`config.mk`:
```
export PLATFORM = sky130hd
export DESIGN_NAME = instr_fetch_queue
export DESIGN_NICKNAME = d
export VERILOG_FILES = /design/src/rtl/fetch_pkg.sv /design/src/rtl/fetch_fifo.sv /design/src/rtl/instr_fetch_queue.sv
export SDC_FILE = /design/constraint.sdc
export NUM_CORES = 1
export LEC_CHECK = 0
export BUFFER_PORTS_ARGS = -buffer_cell sky130_fd_sc_hd__buf_2
export CAP_MARGIN = 20
export CORE_MARGIN = 10
export CORE_UTILIZATION = 55
export CTS_CLUSTER_SIZE = 20
export DETAILED_ROUTE_END_ITERATION = 7
export PLACE_DENSITY_LB_ADDON = 0.05
export SLEW_MARGIN = 0
export SYNTH_ARGS = -nofsm -noshare
export SYNTH_HDL_FRONTEND = slang
export SYNTH_HIERARCHICAL = 1
export SYNTH_SLANG_ARGS = --single-unit
```
`constraint.sdc`:
```
create_clock -name clk -period 7.6 [get_ports clk]
set_input_delay 0.38 -clock clk [delete_from_list [all_inputs] [get_ports clk]]
set_output_delay 0.38 -clock clk [all_outputs]
set_load 0.05 [all_outputs]
```
`src/rtl/fetch_pkg.sv`:
```
// fetch_pkg: shared entry type, widths and constants for
// the instruction fetch queue and its FIFO.
package fetch_pkg;

  localparam int INSTR_W = 32;
  localparam int PC_W    = 32;
  localparam int PC_STEP = 4;

  localparam logic [INSTR_W-1:0] NOP_INSTR = 32'h0000_0013;

  typedef struct packed {
    logic [PC_W-1:0]    pc;
    logic [INSTR_W-1:0] instr;
  } fetch_entry_t;

  function automatic int cnt_w(input int depth);
    return $clog2(depth + 1);
  endfunction

endpackage

```
`src/rtl/fetch_fifo.sv`:
```
// fetch_fifo: circular buffer of fetch entries with push,
// pop and flush; pointers wrap modulo DEPTH.
module fetch_fifo
  import fetch_pkg::*;
#(
  parameter int DEPTH = 2
) (
  input  logic                      clk_i,
  input  logic                      rst_ni,
  input  logic                      push_i,
  input  fetch_entry_t              data_i,
  input  logic                      pop_i,
  input  logic                      flush_i,
  output logic                      full_o,
  output logic                      empty_o,
  output logic [cnt_w(DEPTH)-1:0]   count_o,
  output fetch_entry_t              head_o
);

  localparam int PW = (DEPTH > 1) ? $clog2(DEPTH) : 1;
  localparam int CW = cnt_w(DEPTH);
  localparam logic [PW-1:0] LAST = PW'(DEPTH - 1);

  fetch_entry_t    mem_q [DEPTH];
  logic [PW-1:0]   rd_q;
  logic [PW-1:0]   wr_q;
  logic [CW-1:0]   cnt_q;
  logic            do_pop;

  function automatic logic [PW-1:0] nxt(
    input logic [PW-1:0] p
  );
    return (p == LAST) ? '0 : p + PW'(1);
  endfunction

  assign full_o  = (cnt_q == CW'(DEPTH));
  assign empty_o = (cnt_q == '0);
  assign count_o = cnt_q;
  assign head_o  = mem_q[rd_q];
  assign do_pop  = pop_i && !empty_o;

  always_ff @(posedge clk_i or negedge rst_ni) begin
    if (!rst_ni) begin
      rd_q  <= '0;
      wr_q  <= '0;
      cnt_q <= '0;
      for (int i = 0; i < DEPTH; i++) begin
        mem_q[i] <= '{pc: '0, instr: NOP_INSTR};
      end
    end else if (flush_i) begin
      rd_q  <= '0;
      wr_q  <= '0;
      cnt_q <= '0;
    end else begin
      if (push_i) begin
        mem_q[wr_q] <= data_i;
        wr_q        <= nxt(wr_q);
      end
      if (do_pop) begin
        rd_q <= nxt(rd_q);
      end
      cnt_q <= cnt_q + CW'(push_i) - CW'(do_pop);
    end
  end

  // Credit accounting upstream keeps this from ever firing.
  a_no_overflow: assert property (
    @(posedge clk_i) disable iff (!rst_ni)
    !(push_i && full_o && !do_pop && !flush_i)
  );

endmodule

```
`src/rtl/instr_fetch_queue.sv`:
```
// instr_fetch_queue: sequential fetch with in-order buffer.
// Optional FETCH_PERF_EN adds stall/flush counters.
module instr_fetch_queue
  import fetch_pkg::*;
#(
  parameter int                ADDR_W   = 32,
  parameter logic [ADDR_W-1:0] RESET_PC = '0,
  parameter int                QDEPTH   = 2
) (
  input  logic               clk,
  input  logic               rst_n,
  input  logic               stall,
  input  logic               redirect_valid,
  input  logic [ADDR_W-1:0]  redirect_pc,
  output logic               imem_req,
  output logic [ADDR_W-1:0]  imem_addr,
  input  logic               imem_rvalid,
  input  logic [INSTR_W-1:0] imem_rdata,
  output logic               instr_valid,
  output logic [INSTR_W-1:0] instr_out,
  output logic [ADDR_W-1:0]  pc_out
`ifdef FETCH_PERF_EN
  ,
  output logic [31:0]        perf_stall_cnt,
  output logic [31:0]        perf_flush_cnt
`endif
);

  localparam int CW = cnt_w(QDEPTH);
  localparam logic [ADDR_W-1:0] STEP = ADDR_W'(PC_STEP);

  logic [ADDR_W-1:0] fetch_pc_q, fetch_pc_d;
  logic [ADDR_W-1:0] resp_pc_q, resp_pc_d;
  logic [ADDR_W-1:0] redir_pc;
  logic [CW-1:0]     out_q, out_d;
  logic [CW-1:0]     drop_q, drop_d;
  logic [CW-1:0]     count;
  logic              rsp, push, pop;
  logic              full, empty;
  logic              unused_bits;
  fetch_entry_t      wr_entry, head;

  assign redir_pc = {redirect_pc[ADDR_W-1:2], 2'b00};
  assign unused_bits = ^{redirect_pc[1:0], full};

  // Stray beats with nothing in flight (e.g. after reset) are ignored.
  assign rsp  = imem_rvalid && (out_q != '0);
  assign push = rsp && !redirect_valid && (drop_q == '0);

  assign instr_valid = !empty;
  assign pop = instr_valid && !stall && !redirect_valid;

  assign imem_req = rst_n && !redirect_valid &&
    (({1'b0, count} + {1'b0, out_q}) < (CW+1)'(QDEPTH));
  assign imem_addr = rst_n ? fetch_pc_q : '0;

  assign instr_out = instr_valid ? head.instr : '0;
  assign pc_out    = instr_valid ? ADDR_W'(head.pc) : '0;
  assign wr_entry  = '{pc: PC_W'(resp_pc_q), instr: imem_rdata};

  always_comb begin
    fetch_pc_d = fetch_pc_q;
    resp_pc_d  = resp_pc_q;
    drop_d     = drop_q;
    out_d      = out_q - CW'(rsp);
    if (redirect_valid) begin
      fetch_pc_d = redir_pc;
      resp_pc_d  = redir_pc;
      drop_d     = out_d;
    end else begin
      if (imem_req) begin
        fetch_pc_d = fetch_pc_q + STEP;
        out_d      = out_d + CW'(1);
      end
      if (rsp && (drop_q != '0)) begin
        drop_d = drop_q - CW'(1);
      end
      if (push) begin
        resp_pc_d = resp_pc_q + STEP;
      end
    end
  end

  always_ff @(posedge clk or negedge rst_n) begin
    if (!rst_n) begin
      fetch_pc_q <= RESET_PC;
      resp_pc_q  <= RESET_PC;
      out_q      <= '0;
      drop_q     <= '0;
    end else begin
      fetch_pc_q <= fetch_pc_d;
      resp_pc_q  <= resp_pc_d;
      out_q      <= out_d;
      drop_q     <= drop_d;
    end
  end

  fetch_fifo #(
    .DEPTH (QDEPTH)
  ) u_fifo (
    .clk_i   (clk),
    .rst_ni  (rst_n),
    .push_i  (push),
    .data_i  (wr_entry),
    .pop_i   (pop),
    .flush_i (redirect_valid),
    .full_o  (full),
    .empty_o (empty),
    .count_o (count),
    .head_o  (head)
  );

`ifdef FETCH_PERF_EN
  logic [31:0] stall_cnt_q;
  logic [31:0] flush_cnt_q;

  always_ff @(posedge clk or negedge rst_n) begin
    if (!rst_n) begin
      stall_cnt_q <= '0;
      flush_cnt_q <= '0;
    end else begin
      if (instr_valid && stall) begin
        stall_cnt_q <= stall_cnt_q + 32'd1;
      end
      if (redirect_valid) begin
        flush_cnt_q <= flush_cnt_q + 32'd1;
      end
    end
  end

  assign perf_stall_cnt = stall_cnt_q;
  assign perf_flush_cnt = flush_cnt_q;
`endif

endmodule

```
==> impl_metrics.tcl <==
set metrics [dict create \
    cts_root_buf "sky130_fd_sc_hd__clkbuf_16" \
    number_of_buffers_created_by_cts 17 \
    core-area_um2 19300 \
    worstPathRequired_ps 7910 \
    viasPerCell 5.71 \
    p_leak_nw 5.68 \
    dpl_worst_slack_ps 4110 \
    die_x_um 160 \
    dieHeight_um 160 \
    yosysWarnings 6 \
    mostFrequentLayoutCells "sky130_fd_sc_hd__dfrtp_1 (189), sky130_fd_sc_hd__buf_2 (161), sky130_fd_sc_hd__mux2_2 (141), sky130_fd_sc_hd__nor2b_1 (71), sky130_fd_sc_hd__mux2_4 (60)" \
    min-delay-path-class "in2reg" \
    io_buffers 162 \
    p_per_area_nw_per_um2 274 \
    grt_setup_unrepaired "false" \
    layout_cell_share_with_drive_strength_beyond_1_pct 41.1 \
    layout.core_utilization_pct 63.2 \
    floorplan.rows 51 \
    grt_first_pass_wirelength_um 42100 \
    finish_stage_setup_viols 0 \
    initialDrtViolationCount 386 \
    minimum_setup_slack_among_reg_to_reg_paths_ps 4110 \
    routabilityCongestion 0.872 \
    r2r_end "u_fifo/mem_q[31]" \
    post_cts.resized_instances 0 \
    post_synthesis_to_final_layout_area_growth_pct 13.6 \
    all_layer_global_routing_usage_pct 19.9 \
    critical_path_arrival_ps 3800 \
    post_synth_instance_area_um2 10800 \
    postSynthAreaPerCell_um2 11.8 \
    finish.net_count 1125 \
    instances_no_fill 1327 \
    numPlacedInstances 1293 \
    post_detailed_placement_cell_area_um2 11600 \
    timing.clock.skew_ps 12.2 \
    worst_r2r_path_depth 7 \
    cts_htree_levels 4 \
    maxClockFrequency_ghz 0.287 \
    cap_viol_max_count 0 \
    grt_antenna_before_repair 0 \
    synthesis.instances 909 \
    timing.critical_path.fanout_max 51 \
    top_level_ports 167 \
    timing.critical_path.from "drop_q[0]" \
    met3_usage_pct 4.70 \
    crit_path_start_kind "register" \
    outcome "completed" \
    wirelength_um 25500 \
    total_vias_in_the_final_route 7571 \
    clk-insertion-delay-late_ps 430 \
    post_dp_hpwl_um 17500 \
    drv_slew 0 \
    drt_pre_antenna_iters 5 \
    antenna_violating_nets_post_route 0 \
    use_met2_pct 31.5 \
    tcrit_tclk_final_pct 45.9 \
    hold_viol_final 0 \
    tritoncts "yes" \
    design.die.area_um2 25600 \
    slew_headroom_pct 28.5 \
    grt_busiest_layer "met2" \
    grt_util_met1_pct 26.9 \
    whs_ps 191 \
    period_minus_slack_ps 3490 \
    grt_start_max_net_pins 90 \
    crit_type "reg2reg" \
    r2r-start "drop_q[0]" \
    first_global_vias 7903 \
    final.setup.tns_ps 0 \
    crit_end_category "register" \
    cts.reportedPaths.clkPinSlew_ps 80 \
    ctsLongestPathBuffers 2 \
    numClockSinks 196 \
    setup_slack_ps 4110 \
    worst_setup_endpoint "u_fifo/mem_q[31]" \
    worst_slew_pin_slew_ps 1070 \
    final_common_cell "sky130_fd_sc_hd__dfrtp_1" \
    layout.cell_area.non_filler_um2 12200 \
    initial_core_util_pct 55.7 \
    fill_cells 1602 \
    drc_errors 0 \
    total_power_mw 3.36 \
    grt_overflow_total 0 \
    vdd_drop_max_mv 0.141 \
    wl_per_cell_um 19.2 \
    antenna_cell_count 0 \
]
==> layout make-up <==
cell class	count	area (µm²)	share of cell area (%)
Multi-Input combinational cell	642	5410	44.3
Sequential cell	196	4910	40.2
Timing Repair Buffer	174	912	7.46
Clock buffer	19	433	3.54
Tap cell	265	332	2.71
Clock inverter	13	159	1.30
Inverter	18	67.6	0.552
==> power breakdown <==
group | switching [mW] | total, mW | internal [mW]
Sequential | 0.176 | 1.48 | 1.30
Clock | 0.397 | 0.916 | 0.519
Combinational | 0.472 | 0.961 | 0.489
==> worst min path at each step <==
stage | cells after the start | start | end
floorplan | 0 | rst_n | drop_q[0]
global placement | 1 | rst_n | u_fifo/mem_q[25]
detailed placement | 1 | rst_n | u_fifo/mem_q[25]
CTS | 2 | redirect_pc[9] | resp_pc_q[9]
global route | 2 | imem_rdata[25] | u_fifo/mem_q[25]
finish | 2 | redirect_pc[9] | resp_pc_q[9]
==> critical path: stages, from the launching register on <==
cell and delay (ps):
sky130_fd_sc_hd__dfrtp_1 360, sky130_fd_sc_hd__inv_1 50, sky130_fd_sc_hd__ha_1 270, sky130_fd_sc_hd__o211ai_1 280, sky130_fd_sc_hd__nor2_1 200, sky130_fd_sc_hd__nand3b_1 850
sky130_fd_sc_hd__buf_4 880, sky130_fd_sc_hd__mux2_2 410
==> layer usage <==
metal  part of all wire (%)  routed length (µm)
met1                     48               12100
met3                    5.5                1400
met4                    1.2                 313
met5                      0                   0
met2                     46               11600
==> flip-flops by register name (all words and copies together), names as in the netlist <==
signal and count:
u_fifo/mem_q 128, fetch_pc_q 30, resp_pc_q 30, drop_q 2, out_q 2, u_fifo/count_o 2
u_fifo/rd_q 1, u_fifo/wr_q 1
==> repair_timing <==
action	CTS	global route
buffers inserted	0	0
hold buffers	1	0
endpoints found under the hold margin	37	0
Power figures use the tool's default switching activity.
